===== src/rtl/decode_queue_unit.sv =====
// Decode stage: turns fetched words into decoded bundles, pairs double-word instructions with their immediate,
// and queues the results for execute. Optional macro DECODE_ILLEGAL_TRAP_EN adds an illegal-opcode flag and trap.
module decode_queue_unit #(
    parameter int WORD_W = 16,
    parameter int DEPTH  = 4
) (
    input  logic                       clock,
    input  logic                       reset_n,
    input  logic                       flush,
    input  logic [WORD_W-1:0]          in_word,
    input  logic                       in_valid,
    output logic                       in_ready,
    output logic [40:0]                out_sig,
    output logic [WORD_W-1:0]          out_imm,
    output logic                       out_valid,
    input  logic                       out_ready,
    output logic                       halted,
    output logic [$clog2(DEPTH+1)-1:0] count
`ifdef DECODE_ILLEGAL_TRAP_EN
    ,
    output logic                       illegal
`endif
);

    localparam int CNT_W = $clog2(DEPTH + 1);
    localparam int PTR_W = $clog2(DEPTH);

    localparam logic [2:0] OP_R   = 3'd0;
    localparam logic [2:0] OP_I   = 3'd1;
    localparam logic [2:0] OP_B   = 3'd2;
    localparam logic [2:0] OP_J   = 3'd3;
    localparam logic [2:0] OP_M   = 3'd4;
    localparam logic [2:0] OP_SYS = 3'd7;

    localparam logic [3:0] ALU_ADD = 4'd0;
    localparam logic [3:0] MEM_LW  = 4'd0;
    localparam logic [3:0] MEM_LB  = 4'd1;
    localparam logic [3:0] MEM_LHW = 4'd2;

    // Field order fixes the bit layout of out_sig (opcode at the MSBs, rf_write at bit 0).
    typedef struct packed {
        logic [2:0] opcode;
        logic [2:0] rs1;
        logic [2:0] rs2;
        logic [2:0] rd;
        logic [3:0] alu_op;
        logic [3:0] offset;
        logic [2:0] b_type;
        logic [8:0] addr_offset;
        logic       jump_type;
        logic [3:0] mem_op;
        logic       use_imm;
        logic       use_addr;
        logic       is_double_word;
        logic       rf_write;
    } dec_sig_t;

    typedef enum logic {S_FIRST, S_SECOND} state_t;

    function automatic dec_sig_t decode_word(input logic [15:0] w);
        dec_sig_t s;
        s = '0;
        case (w[2:0])
            OP_R: begin
                s.opcode   = OP_R;
                s.rs1      = w[5:3];
                s.rs2      = w[8:6];
                s.rd       = w[11:9];
                s.alu_op   = w[15:12];
                s.rf_write = 1'b1;
            end
            OP_I: begin
                s.opcode         = OP_I;
                s.rs1            = w[5:3];
                s.rd             = w[11:9];
                s.alu_op         = w[15:12];
                s.use_imm        = 1'b1;
                s.is_double_word = 1'b1;
                s.rf_write       = 1'b1;
            end
            OP_B: begin
                s.opcode = OP_B;
                s.rs1    = w[5:3];
                s.rs2    = w[8:6];
                s.offset = w[12:9];
                s.b_type = w[15:13];
                s.alu_op = ALU_ADD;
            end
            OP_J: begin
                s.opcode      = OP_J;
                s.addr_offset = {w[15:12], w[8:4]};
                s.jump_type   = w[6];
                s.rd          = w[11:9];
                s.alu_op      = ALU_ADD;
            end
            OP_M: begin
                s.opcode         = OP_M;
                s.rd             = w[11:9];
                s.rs1            = w[5:3];
                s.rs2            = w[8:6];
                s.mem_op         = w[15:12];
                s.alu_op         = ALU_ADD;
                s.use_addr       = 1'b1;
                s.is_double_word = 1'b1;
                s.rf_write       = (w[15:12] == MEM_LW) || (w[15:12] == MEM_LB) ||
                                   (w[15:12] == MEM_LHW);
            end
            OP_SYS: s.opcode = OP_SYS;
            default: s = '0;
        endcase
        return s;
    endfunction

    function automatic logic [PTR_W-1:0] ptr_inc(input logic [PTR_W-1:0] p);
        return (p == PTR_W'(DEPTH - 1)) ? '0 : p + 1'b1;
    endfunction

    state_t            state_q, state_d;
    dec_sig_t          hold_q, hold_d;
    logic              halted_q, halted_d;
    logic [PTR_W-1:0]  wr_ptr_q, wr_ptr_d;
    logic [PTR_W-1:0]  rd_ptr_q, rd_ptr_d;
    logic [CNT_W-1:0]  count_q, count_d;

    dec_sig_t          sig_mem_q [DEPTH];
    logic [WORD_W-1:0] imm_mem_q [DEPTH];

    dec_sig_t          dec;
    dec_sig_t          push_sig;
    logic [WORD_W-1:0] push_imm;
    logic              push;
    logic              pop;
    logic              accept;

`ifdef DECODE_ILLEGAL_TRAP_EN
    logic              ill_mem_q [DEPTH];
    logic              dec_illegal;
    logic              push_ill;
`endif

    assign in_ready  = !halted_q && (count_q < CNT_W'(DEPTH));
    assign out_valid = (count_q != '0);
    assign out_sig   = out_valid ? sig_mem_q[rd_ptr_q] : '0;
    assign out_imm   = out_valid ? imm_mem_q[rd_ptr_q] : '0;
    assign halted    = halted_q;
    assign count     = count_q;
`ifdef DECODE_ILLEGAL_TRAP_EN
    assign illegal   = out_valid && ill_mem_q[rd_ptr_q];
`endif

    always_comb begin
        dec      = decode_word(in_word[15:0]);
        accept   = in_valid && in_ready;
        pop      = out_valid && out_ready;
        state_d  = state_q;
        hold_d   = hold_q;
        halted_d = halted_q;
        push     = 1'b0;
        push_sig = dec;
        push_imm = '0;
`ifdef DECODE_ILLEGAL_TRAP_EN
        dec_illegal = !(in_word[2:0] inside {OP_R, OP_I, OP_B, OP_J, OP_M, OP_SYS});
        push_ill    = 1'b0;
`endif
        if (accept) begin
            if (state_q == S_FIRST) begin
                if (dec.is_double_word) begin
                    hold_d  = dec;
                    state_d = S_SECOND;
                end else begin
                    push = 1'b1;
`ifdef DECODE_ILLEGAL_TRAP_EN
                    push_ill = dec_illegal;
                    if (in_word[2:0] == OP_SYS || dec_illegal) halted_d = 1'b1;
`else
                    if (in_word[2:0] == OP_SYS) halted_d = 1'b1;
`endif
                end
            end else begin
                // Second word is the raw immediate; it is never decoded.
                push     = 1'b1;
                push_sig = hold_q;
                push_imm = in_word;
                state_d  = S_FIRST;
            end
        end
        wr_ptr_d = push ? ptr_inc(wr_ptr_q) : wr_ptr_q;
        rd_ptr_d = pop ? ptr_inc(rd_ptr_q) : rd_ptr_q;
        count_d  = count_q + CNT_W'(push) - CNT_W'(pop);
        if (flush) begin
            state_d  = S_FIRST;
            hold_d   = '0;
            halted_d = 1'b0;
            push     = 1'b0;
            wr_ptr_d = '0;
            rd_ptr_d = '0;
            count_d  = '0;
        end
    end

    always_ff @(posedge clock) begin
        if (!reset_n) begin
            state_q  <= S_FIRST;
            hold_q   <= '0;
            halted_q <= 1'b0;
            wr_ptr_q <= '0;
            rd_ptr_q <= '0;
            count_q  <= '0;
        end else begin
            state_q  <= state_d;
            hold_q   <= hold_d;
            halted_q <= halted_d;
            wr_ptr_q <= wr_ptr_d;
            rd_ptr_q <= rd_ptr_d;
            count_q  <= count_d;
        end
    end

    // Entry storage is data only; validity is tracked by the pointers and count.
    always_ff @(posedge clock) begin
        if (reset_n && push) begin
            sig_mem_q[wr_ptr_q] <= push_sig;
            imm_mem_q[wr_ptr_q] <= push_imm;
`ifdef DECODE_ILLEGAL_TRAP_EN
            ill_mem_q[wr_ptr_q] <= push_ill;
`endif
        end
    end

endmodule


===== config.mk =====
export PLATFORM = sky130hd
export DESIGN_NAME = decode_queue_unit
export DESIGN_NICKNAME = d
export VERILOG_FILES = /design/src/rtl/decode_queue_unit.sv
export SDC_FILE = /design/constraint.sdc
export NUM_CORES = 1
export LEC_CHECK = 0
export ABC_AREA = 0
export CORE_UTILIZATION = 40
export CTS_BUF_LIST = sky130_fd_sc_hd__clkbuf_16
export CTS_CLUSTER_DIAMETER = 50
export DETAILED_ROUTE_END_ITERATION = 16
export GPL_TIMING_DRIVEN = 0
export HOLD_SLACK_MARGIN = 0.12
export SETUP_SLACK_MARGIN = 0.05
export SYNTH_ARGS = -nofsm -noshare
export SYNTH_HDL_FRONTEND = slang
export SYNTH_SLANG_ARGS = --single-unit

===== constraint.sdc =====
create_clock -name clock -period 6.9 [get_ports clock]
set_clock_uncertainty 0.1 [all_clocks]
set_input_delay 0.69 -clock clock [delete_from_list [all_inputs] [get_ports clock]]
set_output_delay 0.69 -clock clock [all_outputs]
set_load 0.02 [all_outputs]

# Word level (Yosys, flattened, before mapping)
# Memory sizes are Yosys's and may differ from the RTL's. A register that Yosys moved wholly into a read port is not among the register bits.
# Index checks and enable logic that the tools add are counted.
word_totals:
  n_memories: 2
  ramBits: 228
  regBits: 50
memory_table:
  columns: ["memory", "depth", "word_bits", "rd", "rd_clocked_by_memory_dff", "write_ports", "line_no", "text"]
  rows:
  - ["sig_mem_q", 4, 41, 1, 1, 1, "125", "dec_sig_t sig_mem_q [DEPTH];"]
  - ["imm_mem_q", 4, 16, 1, 1, 1, "126", "logic [WORD_W-1:0] imm_mem_q [DEPTH];"]
classes:
  reduce_logical: 18
  n_eq_ne: 9
  n_mux: 32
  bitwise_logic: 3
  magnitude_cmp: 1
  n_addsub: 4
ops:
  columns: ["cell", "n"]
  rows:
  - ["$mux W41", 3]
  - ["$mux W16", 3]
  - ["$pmux W3 S5", 1]
  - ["$mux W2", 6]
  - ["$mux W1", 11]
  - ["$mux W10", 1]
  - ["$mux W3", 3]
  - ["$mux W4", 2]
  - ["$reduce_or A4 Y1", 2]
  - ["$mux W7", 1]
  - ["$eq A3 B2 Y1 const B", 2]
  - ["$eq A3 B3 Y1 const B", 2]
  - ["$reduce_or A2 Y1", 3]
  - ["$add A2 B1 Y2 const B", 2]
  - ["$eq A2 B2 Y1 const B", 2]
  - ["$eq A4 B1 Y1 const B", 1]
  - ["$eq A4 B2 Y1 const B", 1]
  - ["$logic_and A1 B1 Y1", 4]
  - ["$logic_not A4 Y1", 1]
  - ["$reduce_and A4 Y1", 1]
  - ["$add A3 B1 Y3", 1]
  - ["$eq A3 B1 Y1 const B", 1]
  - ["$logic_not A3 Y1", 1]
  - ["$lt A3 B3 Y1 const B", 1]
  - ["other kinds (8)", 11]

# Depth between registers and ports, before layout
# Gate-level depths: netlist (run 1).
logic_depth:
  word_depth: 10
  depth_mapped: 11

# Least setup slack after synthesis (run 1)
# No wires, ideal clock.
synth_timing:
  path_type: "input to register"
  from: "input port in_word[2]"
  to: "memory imm_mem_q[0][0] (enable)"
  setup_ns: 0.420
  n_path_buf: 2
  path_slack_ns: 3.357
  stages: 5
  arrival_time_ns: 3.024
  path_cell_list: "buf_2 xnor2_1 o311a_1 clkbuf_1 and3_1"
synth_between:
  elab_chain_len: 10
  word_cells_on_any_way: 11
synth_rtl:
  columns: ["item", "line_no", "text"]
  rows:
  - ["from (decl)", "10", "input logic [WORD_W-1:0] in_word,"]
  - ["$eq A3 B3 Y1 or $eq A3 B1 Y1 (tied branches)", "63", "case (w[2:0])"]
  - ["$reduce_or A2 Y1 (no source line) *", null, null]
  - ["$mux W1 *", "63", null]
  - ["$mux W1 *", "167", "if (dec.is_double_word) begin"]
  - ["$mux W1 *", "166", "if (state_q == S_FIRST) begin"]
  - ["$mux W1 *", "165", "if (accept) begin"]
  - ["$mux W1 *", "190", "if (flush) begin"]
  - ["$logic_and A1 B1 Y1 *", "221", "if (reset_n && push) begin"]
  - ["$mux W1 *", "221", null]
  - ["$mux W1 (implied by the code) *", "223", "imm_mem_q[wr_ptr_q] <= push_imm;"]
  - ["to (decl)", "126", null]
# Mark *: on every way between the ends. The rest lies on a longest branch, timed or not.

# Final worst setup path (run 1)
layout_timing:
  from: "register count_q[2] (netlist: count[2])"
  to: "output port out_sig[35]"
layout_between:
  elab_chain_len: 2
layout_rtl:
  columns: ["item", "line_no", "text"]
  rows:
  - ["from (decl)", "123", "logic [CNT_W-1:0] count_q, count_d;"]
  - ["from (signal assigned)", "215", "count_q <= count_d;"]
  - ["$reduce_bool A3 Y1", "142", "assign out_valid = (count_q != '0);"]
  - ["$mux W41", "143", "assign out_sig = out_valid ? sig_mem_q[rd_ptr_q] : '0;"]
  - ["to (decl)", "13", "output logic [40:0] out_sig,"]
# No other way between the ends.

==> flow_summary.toml, run 1 <==
[hold_path]
hp-start = "hold_q[37]$_SDFFE_PP0P_"
whs_path_depth = 2
min_to = "hold_q[37]$_SDFFE_PP0P_"
hold_class = "flip-flop to flip-flop"

[worst_setup_path]
crit_required_ps = 6110
crit_family = "buffers and inverters"
crit_top_cell = "clkbuf_1"
path_class = "flip-flop to primary output"
crit_buf_inv = 4
cp_cell_sequence = "buf_6, nor3_1, clkbuf_1, clkbuf_1, nor2b_1, clkdlybuf4s50_1"
r2r_cells = 11
r2r_end = "count[2]$_SDFF_PP0_"
timing.rr.start = "count[2]$_SDFF_PP0_"
crit_arrival_ps = 3380
r2r_setup_slack_ps = 4240
cp_max_fo = 10
slowest_stage = "clkbuf_1"
cp-start-kind = "flip-flop"
setup.worst_path.end_class = "primary output"
max_stage_delay_ps = 620

[detailed_routing]
wirelength_um = 24600
ant_nets = 0
drc = 0
vias_per_cell = 5.22
routedWlPerCell_um = 20.1
drt_iter0_drc = 447
dr_total_vias = 6374
first_pass_iters = 6

[sta]
setup_viol = 0
fin_setup_tns_ps = 0
hold_violations = 0
finalWorstSetupSlack_ps = 2730
tightest_slew_ps = 1150
fmax_mhz = 240
slew_headroom_pct = 22.2
slew_viol_final = 0
rsz0062_at_grt = "false"
timing.final.crit_share_pct = 60.4
min_period_ps = 4170

[global_route]
grt_use_total_pct = 17.6
use_met2_pct = 28.0
grt_max_degree = 57
grt_pass1_vias = 6344
grt_util_met1_pct = 25.4
overflow = 0
grt_pass1_wl_um = 37800
antenna_found_initial = 0
grt_use_met3_pct = 2.34
top_usage_layer = "met2"

[clock_network]
post-cts-setup-buffers = 0
h-tree-depth = 1
ctsLongestPathBuffers = 3
cts_root_buffer = "clkbuf_16"
path_clk_slew_ps = 60
clk_latency_ps = 540
cts_resized = 0
cts_hold_buf = 0
cts_tree = "done"
clock-sinks = 275
cts_buffers = 30

[placed_design]
place.port_buffers = 81
pre_cts_slack_ps = 3250
globalplace.congestion = 0.839
hpwl_um = 15900

[synthesis]
syn_inst = 710
avgSynthCellArea_um2 = 15.7
synth.area.top_cells = "edfxtp_1 (60%), mux4_2 (11%), dfxtp_1 (9.2%)"
yosys.area.top_type = "edfxtp_1"
syn_nets = 738
synth_cell_types = 44
synth-seq-cells = 275
synth_top_area_share_pct = 60.4
syn_area_mm2 = 0.0111
synth_warnings = 0
ys_seq_area_share_pct = 69.5

[final_layout]
drive_gt1_share_pct = 14.8
diodes = 0
synthToLayoutAreaGrowth_pct = 21.0
nets = 854

[pwr]
p_leak_nw = 4.47
ir_drop_mv = 0.124
p_per_area_mw_per_mm2 = 267

[run]
maxCapViolCount = 0

[floorplanning]
initial_core_util_pct = 41.0
rows = 60
core_mm2 = 0.0272
fp.dieW_um = 169
dieArea_mm2 = 0.0285
io_pins = 84
fp.dieH_um = 169

[run_status]
outcome = "finished clean"
[cells in the mapped netlist]
master and instances:
clkbuf_1 35, xor2_1 1, o32ai_1 2, nand2b_1 1
o21a_1 1, a31oi_1 2, ha_1 6, o22ai_1 6
and3_1 20, and3_2 2, nor3_1 3, a21oi_1 8
inv_1 5, edfxtp_1 224, nor3_2 1, nand3_1 5
nor2_1 10, mux2i_1 7, o21ai_0 39, nor3b_1 1
dfxtp_1 51, buf_2 7, o221a_1 1, o21ba_2 1
buf_1 5, nor4b_1 1, and3b_1 1, and4bb_2 1
buf_6 3, a22o_1 3, or3b_2 1, nand2_1 90
nor2b_1 58, buf_4 1, or3_1 3, mux4_2 56
fa_1 1, or4b_4 1, o31ai_1 12, o311a_1 1
and2_1 20, buf_8 1, o311ai_0 10, xnor2_1 2
[flip-flops by register name, indices dropped and copies added, names as in the netlist, named ones only]
register	count
imm_mem_q	64
count	3
state_q	1
rd_ptr_q	2
sig_mem_q	160
halted	1
wr_ptr_q	2
hold_q	40
[cell families after synthesis]
kind of cell | Yosys count | share of synthesized area (%)
DFF | 275 | 69.5
and+or+nand+nor | 219 | 10.2
AOI/OAI and AO/OA | 86 | 4.90
muxes | 63 | 11.9
buffers and inverters | 57 | 2.34
adders and majority gates | 7 | 0.853
xor gates and xnor gates | 3 | 0.236
[report_power, final]
group | leakage, nW | total, mW | switching [mW] | internal (mW)
registers | 2.56 | 1.81 | 0.00568 | 1.80
logic | 1.39 | 0.275 | 0.167 | 0.109
clock network | 0.515 | 1.53 | 0.618 | 0.908
total | 4.47 | 3.61 | 0.790 | 2.82
[worst register-to-register path, stage by stage (launching register included)]
cell and delay (ps):
dfxtp_1 320, buf_6 140, nor2_1 200, o311a_1 200
clkbuf_1 350, xnor2_1 180, ha_1 170, inv_1 50
fa_1 400, xor2_1 160, and2_1 160, nor3_1 150
[placed cells by master (no fill, tap or decap), drive strengths merged, types with 5 or more instances in the layout]
cell type and instances:
o31ai 12, clkdlybuf4s50 81, inv 17, clkbuf 67
mux4 56, o311ai 10, nor2b 58, clkinv 8
a21oi 8, nand2 90, dfxtp 51, nor2 10
buf 20, and3 22, edfxtp 224, o22ai 6
o21ai 39, ha 6, nand3 5, and2 20
mux2i 7
[layout make-up]
| type | instances | area (µm²) |
|---|---|---|
| Buffer | 52 | 241 |
| Clock buffer | 32 | 801 |
| Clock inverter | 24 | 168 |
| Fill cell | 2360 | 13700 |
| Inverter | 5 | 18.8 |
| Multi-Input combinational cell | 378 | 3160 |
| Sequential cell | 275 | 7750 |
| Tap cell | 372 | 465 |
| Timing Repair Buffer | 84 | 886 |
[metrics by stage]
stage               instances  hold slack [ps]  total power, mW  area (µm²)  utilization [%]
detailed placement       1166              349             2.12       12500             46.1
global route             1222              384             3.73       13500             49.6
CTS                      1222              362             3.65       13500             49.6
finish                   1222              361             3.61       13500             49.6
global placement         1163              345             2.12       12400             45.7
floorplan                 710              335             1.99       11100                -
[routing by layer]
layer | vias up | part of all wire (%)
met4 | 0 | 1.9
met5 | - | 0
li1 | 2942 | -
met3 | 31 | 6.0
met2 | 210 | 47
met1 | 3191 | 45
[how the worst max path moves through the flow]
stage,from,to,slack (ps),depth (start not counted)
detailed placement,count[2]$_SDFF_PP0_,out_sig[35],3250,6
global placement,in_word[0],imm_mem_q[3][6]$_DFFE_PP_,1610,5
global route,count[2]$_SDFF_PP0_,out_sig[35],2580,6
finish,count[2]$_SDFF_PP0_,out_sig[35],2730,6
floorplan,in_word[2],imm_mem_q[0][0]$_DFFE_PP_,3360,5
CTS,count[2]$_SDFF_PP0_,out_sig[35],2660,6
(Power assumes the default switching activity.)
==> inputs of run 2 (changes only) <==
==> constraint.sdc (replaced) <==
create_clock -name clock -period 3.39 [get_ports clock]
set_clock_uncertainty 0.1 [all_clocks]
set_input_delay 0.339 -clock clock [delete_from_list [all_inputs] [get_ports clock]]
set_output_delay 0.339 -clock clock [all_outputs]
set_load 0.02 [all_outputs]
==> flow_summary.toml, run 2 (synthesized netlist as in run 1, its figures left out) <==
[final_layout]
nets = 854
top_register = "sig_mem_q"
largest_register_ffs = 160
drive_gt1_share_pct = 16.0
synthToLayoutAreaGrowth_pct = 21.3
diodes = 0
final_common_cell = "edfxtp_1"
regArea_mm2 = 0.00775
reg_top3 = "sig_mem_q (160), imm_mem_q (64), hold_q (40)"
multi_input_area_mm2 = 0.00316
layout_common_cells = "edfxtp_1 (224), nand2_1 (90), clkdlybuf4s50_1 (81)"
n_fill_cell = 2361
final_util_pct = 49.7

[clock_network]
ctsLongestPathBuffers = 3
cts_root_buffer = "clkbuf_16"
cts_buffers = 30
cts_hold_buf = 0
cts_tree = "done"
path_clk_slew_ps = 60
clk_latency_ps = 530
h-tree-depth = 1
post-cts-setup-buffers = 0
clock-sinks = 275

[sta]
fmax_mhz = 317
setup_viol = 0
hold_violations = 0
min_period_ps = 3160
timing.final.crit_share_pct = 93.1
slew_viol_final = 0
tightest_slew_ps = 1110
slew_headroom_pct = 25.0
rsz0062_at_grt = "false"

[global_route]
grt_pass1_vias = 6347
grt_pass1_wl_um = 37800
antenna_found_initial = 0
grt_util_met1_pct = 25.4
top_usage_layer = "met2"
grt_max_degree = 57
grt_use_total_pct = 17.6
overflow = 0
use_met2_pct = 28.0
grt_use_met3_pct = 2.34

[detailed_routing]
dr_total_vias = 6385
vias_per_cell = 5.23
ant_nets = 0
drc = 0
routedWlPerCell_um = 20.1
wirelength_um = 24500
first_pass_iters = 5
drt_iter0_drc = 445

[floorplanning]
fp.dieH_um = 169
dieArea_mm2 = 0.0285
initial_core_util_pct = 41.0
rows = 60
io_pins = 84
fp.dieW_um = 169
core_mm2 = 0.0272

[placed_design]
hpwl_um = 15900
globalplace.congestion = 0.839
place.port_buffers = 81

[run_status]
outcome = "finished clean"

[pwr]
ir_drop_mv = 0.252
p_leak_nw = 4.50
p_per_area_mw_per_mm2 = 544
power_mw = 7.35

[worst_setup_path]
cp-start-kind = "flip-flop"
path_class = "flip-flop to primary output"
setup.worst_path.end_class = "primary output"
cp_max_fo = 10
crit_arrival_ps = 2720
crit_required_ps = 2950
r2r_setup_slack_ps = 730

[run]
maxCapViolCount = 0

[hold_path]
hold_class = "primary input to flip-flop"
## run 2: cell types whose count changed in the layout (fill, tap and decap cells not counted)
cell,delta
clkbuf_4,+1
clkbuf_1,-7
buf_1,-2
nor3_1,-1
clkbuf_2,+7
buf_2,-3
buf_4,+4
nor3_2,+1
## run 2: timing repair
item	4_1_cts	5_1_grt
gates resized for setup	12	5
pin swaps	0	0
setup endpoints to repair	41	8
## run 2: worst paths after layout
path / startpoint / endpoint / cells past startpoint
worst max register to register: count[2]$_SDFF_PP0_ / count[2]$_SDFF_PP0_ / 11
worst min register to register: hold_q[37]$_SDFFE_PP0P_ / hold_q[37]$_SDFFE_PP0P_ / 2
worst max-delay path: count[2]$_SDFF_PP0_ / out_sig[35] / 6
worst min-delay path: in_word[2] / hold_q[7]$_SDFFE_PP0P_ / 3
## run 2: area by class of cell
class                           instances  area share, %
Clock inverter                         24           1.24
Sequential cell                       275           57.3
Inverter                                5          0.139
Tap cell                              372           3.44
Clock buffer                           32           5.93
Timing Repair Buffer                   84           6.56
Buffer                                 52           1.96
Multi-Input combinational cell        378           23.4
## run 2: worst max-delay path: stages, from the launching register on
cell	delay, ps
dfxtp_1	320
buf_6	140
nor3_2	320
clkbuf_2	350
clkbuf_2	380
nor2b_1	120
clkdlybuf4s50_1	560
## run 2: stage by stage
step	cells	instance area (µm²)	TNS, ps	hold slack, ps	worst slack [ps]
after global routing	1222	13500	0	280	76.1
after detailed placement	1166	12500	0	349	89.5
after CTS	1222	13500	0	248	101
final	1222	13500	0	285	235
after floorplan	710	11100	0	335	112
after global placement	1163	12400	-335720	345	-1550
## run 2: where the power goes
group	internal [mW]	leakage (nW)	switching, mW
sequential	3.66	2.56	0.0119
combinational	0.225	1.42	0.339
clock	1.85	0.515	1.26
total	5.74	4.50	1.61
## run 2: layer usage
metal  vias up  part of all wire [%]
li1       2952                     -
met1      3201                    46
met2       202                    47
met3        30                   5.8
met4         0                   1.9
met5         -                     0
